$ cat src/rtl/lcd_hd44780_rx.sv
// rtl/lcd_hd44780_rx.sv - HD44780-compatible panel-side receiver for the 4/8-bit LCD bus with a 2x40 DDRAM model
module lcd_hd44780_rx #(
  parameter int BUSY_CYC = 2000,
  parameter int NIB_GAP  = 50,
  parameter int EN_MIN   = 12,
  parameter int CLR_CYC  = 80
) (
  input  logic       iMClk,
  input  logic       iMRst,
  input  logic       iLcdRegSel,
  input  logic       iLcdRW,
  input  logic       iLcdEn,
  input  logic [7:0] iLcdDb,
  input  logic       iRdLine,
  input  logic [5:0] iRdCol,
  output logic [7:0] oRdData,
  output logic       oFourBit,
  output logic       oDispOn,
  output logic       oEntryInc,
  output logic [6:0] oAddr,
  output logic       oCmdValid,
  output logic [8:0] oCmd,
  output logic       oBusy,
  output logic       oErrTiming,
  output logic       oErrProto
);

  localparam logic [11:0] BUSY_LIM = 12'(BUSY_CYC);
  localparam logic [11:0] NIB_LIM  = 12'(NIB_GAP);
  localparam logic [11:0] EN_LIM   = 12'(EN_MIN);
  localparam logic [6:0]  CLR_LAST = 7'(CLR_CYC - 1);

  typedef enum logic {ST_IDLE, ST_CLEAR} clrState_t;
  clrState_t state, nextState;

  logic [7:0]  ddram [0:79];
  logic        enQ, enQd, rsQ, rwQ;
  logic [7:0]  dbQ;
  logic        phaseLo;
  logic [3:0]  hiNib;
  logic [11:0] busyTmr, nibTmr, enHighCnt;
  logic [6:0]  clrCnt;
  logic        enFall, enRise, byteDone, hiDone, startClr, clearDone, colBad;
  logic [7:0]  byteNow, execByte;
  logic        execRs;
  logic [6:0]  addrStep;

  // Line 1 cells follow line 0 cells in the flat array: index = line*40 + col.
  function automatic logic [6:0] cellIdx(input logic [6:0] addr);
    return addr[6] ? ({1'b0, addr[5:0]} + 7'd40) : {1'b0, addr[5:0]};
  endfunction

  assign enFall    = enQd & ~enQ;
  assign enRise    = enQ & ~enQd;
  assign byteNow   = oFourBit ? {hiNib, dbQ[7:4]} : dbQ;
  assign byteDone  = enFall & ~rwQ & (~oFourBit | phaseLo);
  assign hiDone    = enFall & ~rwQ & oFourBit & ~phaseLo;
  assign execRs    = oCmd[8];
  assign execByte  = oCmd[7:0];
  assign startClr  = oCmdValid & ~execRs & (execByte == 8'h01);
  assign clearDone = (state == ST_CLEAR) && (clrCnt == CLR_LAST) && !startClr;
  assign colBad    = oAddr[5:0] >= 6'd40;
  assign oBusy     = (state == ST_CLEAR);

  always_comb begin
    addrStep = oEntryInc ? oAddr + 7'd1 : oAddr - 7'd1;
    if (oEntryInc && oAddr == 7'h27)       addrStep = 7'h40;
    else if (oEntryInc && oAddr == 7'h67)  addrStep = 7'h00;
    else if (!oEntryInc && oAddr == 7'h00) addrStep = 7'h67;
    else if (!oEntryInc && oAddr == 7'h40) addrStep = 7'h27;
  end

  always_comb begin
    nextState = state;
    case (state)
      ST_IDLE:  if (startClr) nextState = ST_CLEAR;
      ST_CLEAR: if (clearDone) nextState = ST_IDLE;
    endcase
  end

  always_ff @(posedge iMClk or posedge iMRst) begin
    if (iMRst) state <= ST_IDLE;
    else       state <= nextState;
  end

  always_ff @(posedge iMClk or posedge iMRst) begin
    if (iMRst) begin
      enQ        <= 1'b0;
      enQd       <= 1'b0;
      rsQ        <= 1'b0;
      rwQ        <= 1'b0;
      dbQ        <= 8'h00;
      phaseLo    <= 1'b0;
      hiNib      <= 4'h0;
      busyTmr    <= BUSY_LIM;
      nibTmr     <= NIB_LIM;
      enHighCnt  <= EN_LIM;
      clrCnt     <= 7'd0;
      oRdData    <= 8'h00;
      oFourBit   <= 1'b0;
      oDispOn    <= 1'b0;
      oEntryInc  <= 1'b1;
      oAddr      <= 7'd0;
      oCmdValid  <= 1'b0;
      oCmd       <= 9'h000;
      oErrTiming <= 1'b0;
      oErrProto  <= 1'b0;
      for (int i = 0; i < 80; i++) ddram[i] <= 8'h20;
    end else begin
      enQ  <= iLcdEn;
      enQd <= enQ;
      rsQ  <= iLcdRegSel;
      rwQ  <= iLcdRW;
      dbQ  <= iLcdDb;

      // Timers start expired so the first strobe after reset is never flagged.
      if (enRise) enHighCnt <= 12'd1;
      else if (enQ && enHighCnt != EN_LIM) enHighCnt <= enHighCnt + 12'd1;
      if (byteDone) busyTmr <= 12'd1;
      else if (busyTmr != BUSY_LIM) busyTmr <= busyTmr + 12'd1;
      if (hiDone) nibTmr <= 12'd1;
      else if (nibTmr != NIB_LIM) nibTmr <= nibTmr + 12'd1;

      if (enRise && (busyTmr < BUSY_LIM || nibTmr < NIB_LIM)) oErrTiming <= 1'b1;
      if (enFall && enHighCnt < EN_LIM) oErrTiming <= 1'b1;
      if (oCmdValid && oBusy) oErrTiming <= 1'b1;
      if (enFall && rwQ) oErrProto <= 1'b1;

      if (hiDone) begin
        hiNib   <= dbQ[7:4];
        phaseLo <= 1'b1;
      end else if (byteDone) begin
        phaseLo <= 1'b0;
      end
      oCmdValid <= byteDone;
      if (byteDone) oCmd <= {rsQ, byteNow};

      if (startClr) clrCnt <= 7'd0;
      else if (oBusy) clrCnt <= clrCnt + 7'd1;
      if (oBusy) ddram[clrCnt] <= 8'h20;
      if (clearDone) begin
        oAddr     <= 7'd0;
        oEntryInc <= 1'b1;
      end

      // Executed byte comes last so a data write during clear wins its cell.
      if (oCmdValid) begin
        if (execRs) begin
          if (colBad) oErrProto <= 1'b1;
          else begin
            ddram[cellIdx(oAddr)] <= execByte;
            oAddr <= addrStep;
          end
        end else begin
          casez (execByte)
            8'b1???????: begin
              oAddr <= execByte[6:0];
              if (execByte[5:0] >= 6'd40) oErrProto <= 1'b1;
            end
            8'b01??????: ;
            8'b001?????: begin
              oFourBit <= ~execByte[4];
              if (!execByte[4]) phaseLo <= 1'b0;
            end
            8'b0001????: ;
            8'b00001???: oDispOn <= execByte[2];
            8'b000001??: oEntryInc <= execByte[1];
            8'b0000001?: oAddr <= 7'd0;
            default: ;
          endcase
        end
      end

      oRdData <= (iRdCol >= 6'd40) ? 8'h20 : ddram[cellIdx({iRdLine, iRdCol})];
    end
  end

endmodule

$ cat config.mk
export PLATFORM = sky130hd
export DESIGN_NAME = lcd_hd44780_rx
export DESIGN_NICKNAME = d
export VERILOG_FILES = /design/src/rtl/lcd_hd44780_rx.sv
export SDC_FILE = /design/constraint.sdc
export NUM_CORES = 2
export LEC_CHECK = 0
export ABC_AREA = 1
export BUFFER_PORTS_ARGS = -buffer_cell sky130_fd_sc_hd__clkbuf_2
export CAP_MARGIN = 20
export CORE_MARGIN = 5
export CORE_UTILIZATION = 40
export DETAILED_ROUTE_END_ITERATION = 6
export GPL_ROUTABILITY_DRIVEN = 0
export PLACE_DENSITY = 0.61
export SYNTH_ARGS = -nofsm -noshare
export SYNTH_HDL_FRONTEND = slang
export SYNTH_SLANG_ARGS = --single-unit
$ cat constraint.sdc
create_clock -name iMClk -period 51.1 [get_ports iMClk]
set_input_delay 2.555 -clock iMClk [delete_from_list [all_inputs] [get_ports iMClk]]
set_output_delay 2.555 -clock iMClk [all_outputs]
set_load 0.1 [all_outputs]
==> key figures <==
Worst setup path
  – CP cell instances: buf_8 -> inv_8 -> buf_4 -> buf_4 -> nand2_1 -> nand3_1 -> nand3_1 -> nand2_1 -> nand2_1 -> nand3_1 -> nand3_1 -> nand2_1 -> nand2_1 -> a21oi_1
  – Max stage delay cell, worst path: buf_4
  – Slowest stage delay, CP: 840 ps
  – Data arrival, critical path: 6390 ps
  – WP data required: 51670 ps
  – Setup CP Type: in -> reg
  – Crit start category: input port
  – Most used cell, CP: nand2_1
  – Crit path max fanout: 127
  – Endpoint type of the worst setup path: flop

Synth
  – Flops & latches, synth: 731
  – Post-Syn Area: 0.03693 mm2
  – Top cells by area, synth: dfrtp_1 (43%), nand2_1 (10%), o21ai_0 (10%)
  – Syn_area_per_cell: 8.026 um2
  – Fraction of registers with async set or reset after synthesis: 1.000
  – Post-synthesis cell type count: 44
  – Synth Flop Type: dfrtp_1
  – Syn Inst Count: 4602
  – Number of flops mapped to enable cells by yosys: 0
  – Synth warn: 0
  – Leading area contributor after synthesis: dfrtp_1
  – Area share of the largest cell type after synthesis: 0.4329
  – Syn nets: 4637
  – Post-synthesis sequential area ratio: 0.4984

Finish
  – Final instance count without filler cells: 5742
  – Number of fill cells: 9130
  – Layout cells sized above 1: 0.07664
  – Post-Layout Inst Area: 0.04086 mm2
  – Commonest cells after routing, fill and taps aside: nand2_1 (1005), o21ai_0 (742), dfrtp_1 (638)
  – Area of the multi-input gates: 0.01627 mm2
  – Final nets: 4520
  – Final Util: 0.4458
  – Sequential cell area: 0.01841 mm2
  – Layout area overhead: 10.63%
  – Commonest non-fill, non-tap cell in the layout: nand2_1

Timing
  – Worst-margin pin slew: 1166 ps
  – Final Max Slew Viols: 0
  – Worst hold slack: 481.8 ps
  – Setup TNS: 0 ps
  – Tmin final: 5824 ps
  – Max Clock Skew: 36.57 ps
  – Relative slew margins: 0.2218
  – Max Clock Freq: 171.7 MHz
  – Final worst-path cycle share: 0.1140
  – RSZ-0062 raised after global routing: no
  – Final setup vio count: 0
  – Final Hold Fails: 0

Route
  – DRC viols: 0
  – Routed Antenna Nets: 0
  – Initial DRC Count: 3854
  – Via density: 5.706
  – Routed length per placed instance: 21.43 um
  – Final WL: 123000 um
  – First-pass DRT Iterations: 6
  – Vias after detailed routing: 32760

GRT
  – GR Util All Layers: 0.2452
  – Initial antenna violation count: 3
  – Vias in the first global route: 31150
  – Largest net degree at the start of global routing: 161
  – First-pass GRT wire length: 191200 um
  – Overflow after GRT: 0

Floorplan
  – CORE AREA: 0.09166 mm2
  – Row cnt: 111
  – Initial Utilization: 0.4029
  – Die Ht: 313.9 um
  – Die outline area: 0.09851 mm2
  – Die width: 313.9 um
  – # IOs: 51

Clock tree
  – CTS tree: done
  – TritonCTS buffer count: 83
  – Post-CTS Setup Bufs: 0
  – Max clock buf depth: 3
  – Cts hold-fix bufs: 0
  – H-tree lvl count: 3
  – Worst-skew pair later-pin latency: 650 ps
  – Post-CTS Resized: 0
  – Clock Pin Slew Worst Setup and Hold Paths: 60 ps
  – Sink Count: 731
  – Root Buffer: clkbuf_16

Power
  – Leakage: 0.01817 uW
  – Power per cell area: 43.52 mW/mm2
  – Worst vdd ir: 0.03028 mV

Worst hold path
  – Worst Hold Class: reg -> reg

Placement
  – Count of port buffers added during placement: 50
  – Hpwl dp: 74810 um
  – Placed cells: 5586
  – Cell Area, Placed: 0.03792 mm2

Status
  – Outcome: complete, no violations

Run
  – Max-Cap Viols: 0
==> critical path, delay by kind of cell <==
| kind | cells | cell delay, ps |
|---|---|---|
| buffers and inverters | 4 | 2490 |
| and+or+nand+nor | 9 | 960 |
| AOI/OAI and AO/OA | 1 | 130 |
==> stage by stage <==
stage | worst slack (ps) | power (uW)
final | 45280 | 1778
after global routing | 44990 | 1851
after CTS | 45330 | 1779
after detailed placement | 44650 | 1139
after global placement | 44710 | 1136
after floorplan | 28190 | 978.9
==> synthesized netlist by cell type (2+ instances only) <==
cell	n
o31ai_1	4
nand4_1	12
o21ai_0	742
nor3_1	21
nand2_1	1005
dfrtp_1	639
inv_1	287
ha_1	14
nand3_1	511
inv_2	6
o21ai_1	13
o211ai_1	19
dfstp_2	92
buf_2	22
a32oi_1	3
buf_1	22
nand3b_1	436
buf_4	2
nor3b_1	2
nand2_2	2
clkinv_1	12
a211oi_1	2
xor2_1	5
nor4_1	4
xnor2_1	3
nor3_2	2
nor3_4	3
o22ai_1	47
a31oi_1	6
nor2_2	5
clkbuf_1	245
a21oi_1	82
o21ai_2	4
nor2_1	318
==> where the power goes <==
part           internal, uW  switching, uW
clock network           386            254
logic                  89.0            356
registers               638           55.0
total                  1110            665
==> logic make-up (layout without fill, tap and decap cells) <==
kind of cell	after synthesis	after routing	share of synthesized area
flops	731	731	0.4984
other cells	0	2	0
xor+xnor	9	9	0.002338
simple gates	2324	2324	0.3022
compound gates	927	927	0.1302
buf+inv	596	548	0.06152
fa+ha+maj	15	15	0.005285
==> worst paths after layout <==
path	start	end	slack (ps)	cells past startpoint
worst max-delay path	iRdCol[0]	oRdData[7]$_DFF_PP0_	45280	14
worst min-delay path	rsQ$_DFF_PP0_	oCmd[8]$_DFFE_PP0P_	480	2
worst max register to register	oAddr[3]$_DFF_PP0_	ddram[340]$_DFF_PP0_	47670	9
worst min register to register	rsQ$_DFF_PP0_	oCmd[8]$_DFFE_PP0P_	480	2
max in group asynchronous	iMRst	ddram[22]$_DFF_PP0_	45800	5
min in group asynchronous	iMRst	busyTmr[3]$_DFFE_PP0P_	2080	2
==> per-layer routing <==
metal / track usage / wire length, um
met1: 0.3469 / 52970
met3: 0.03837 / 9856
met4: 0.09615 / 5241
met5: 0 / 0
met2: 0.3804 / 54960
==> flip-flops by register name, indices dropped and copies added, names as in the netlist, 4 cells and up <==
register	flops
busyTmr	12
clrCnt	7
oCmd	9
enHighCnt	12
dbQ	8
hiNib	4
nibTmr	12
oRdData	8
oAddr	7
ddram	640
==> cell type report <==
| cell class | count | area share |
|---|---|---|
| diodes | 2 | 0.0001225 |
| clock buffers | 128 | 0.06167 |
| clock inverters | 26 | 0.01007 |
| inverters | 305 | 0.02866 |
| multi-input cells | 3275 | 0.3982 |
| flip-flops and latches | 731 | 0.4506 |
| well taps | 1186 | 0.03632 |
| repair buffers | 89 | 0.01439 |
Power figures use the tool's default switching activity.
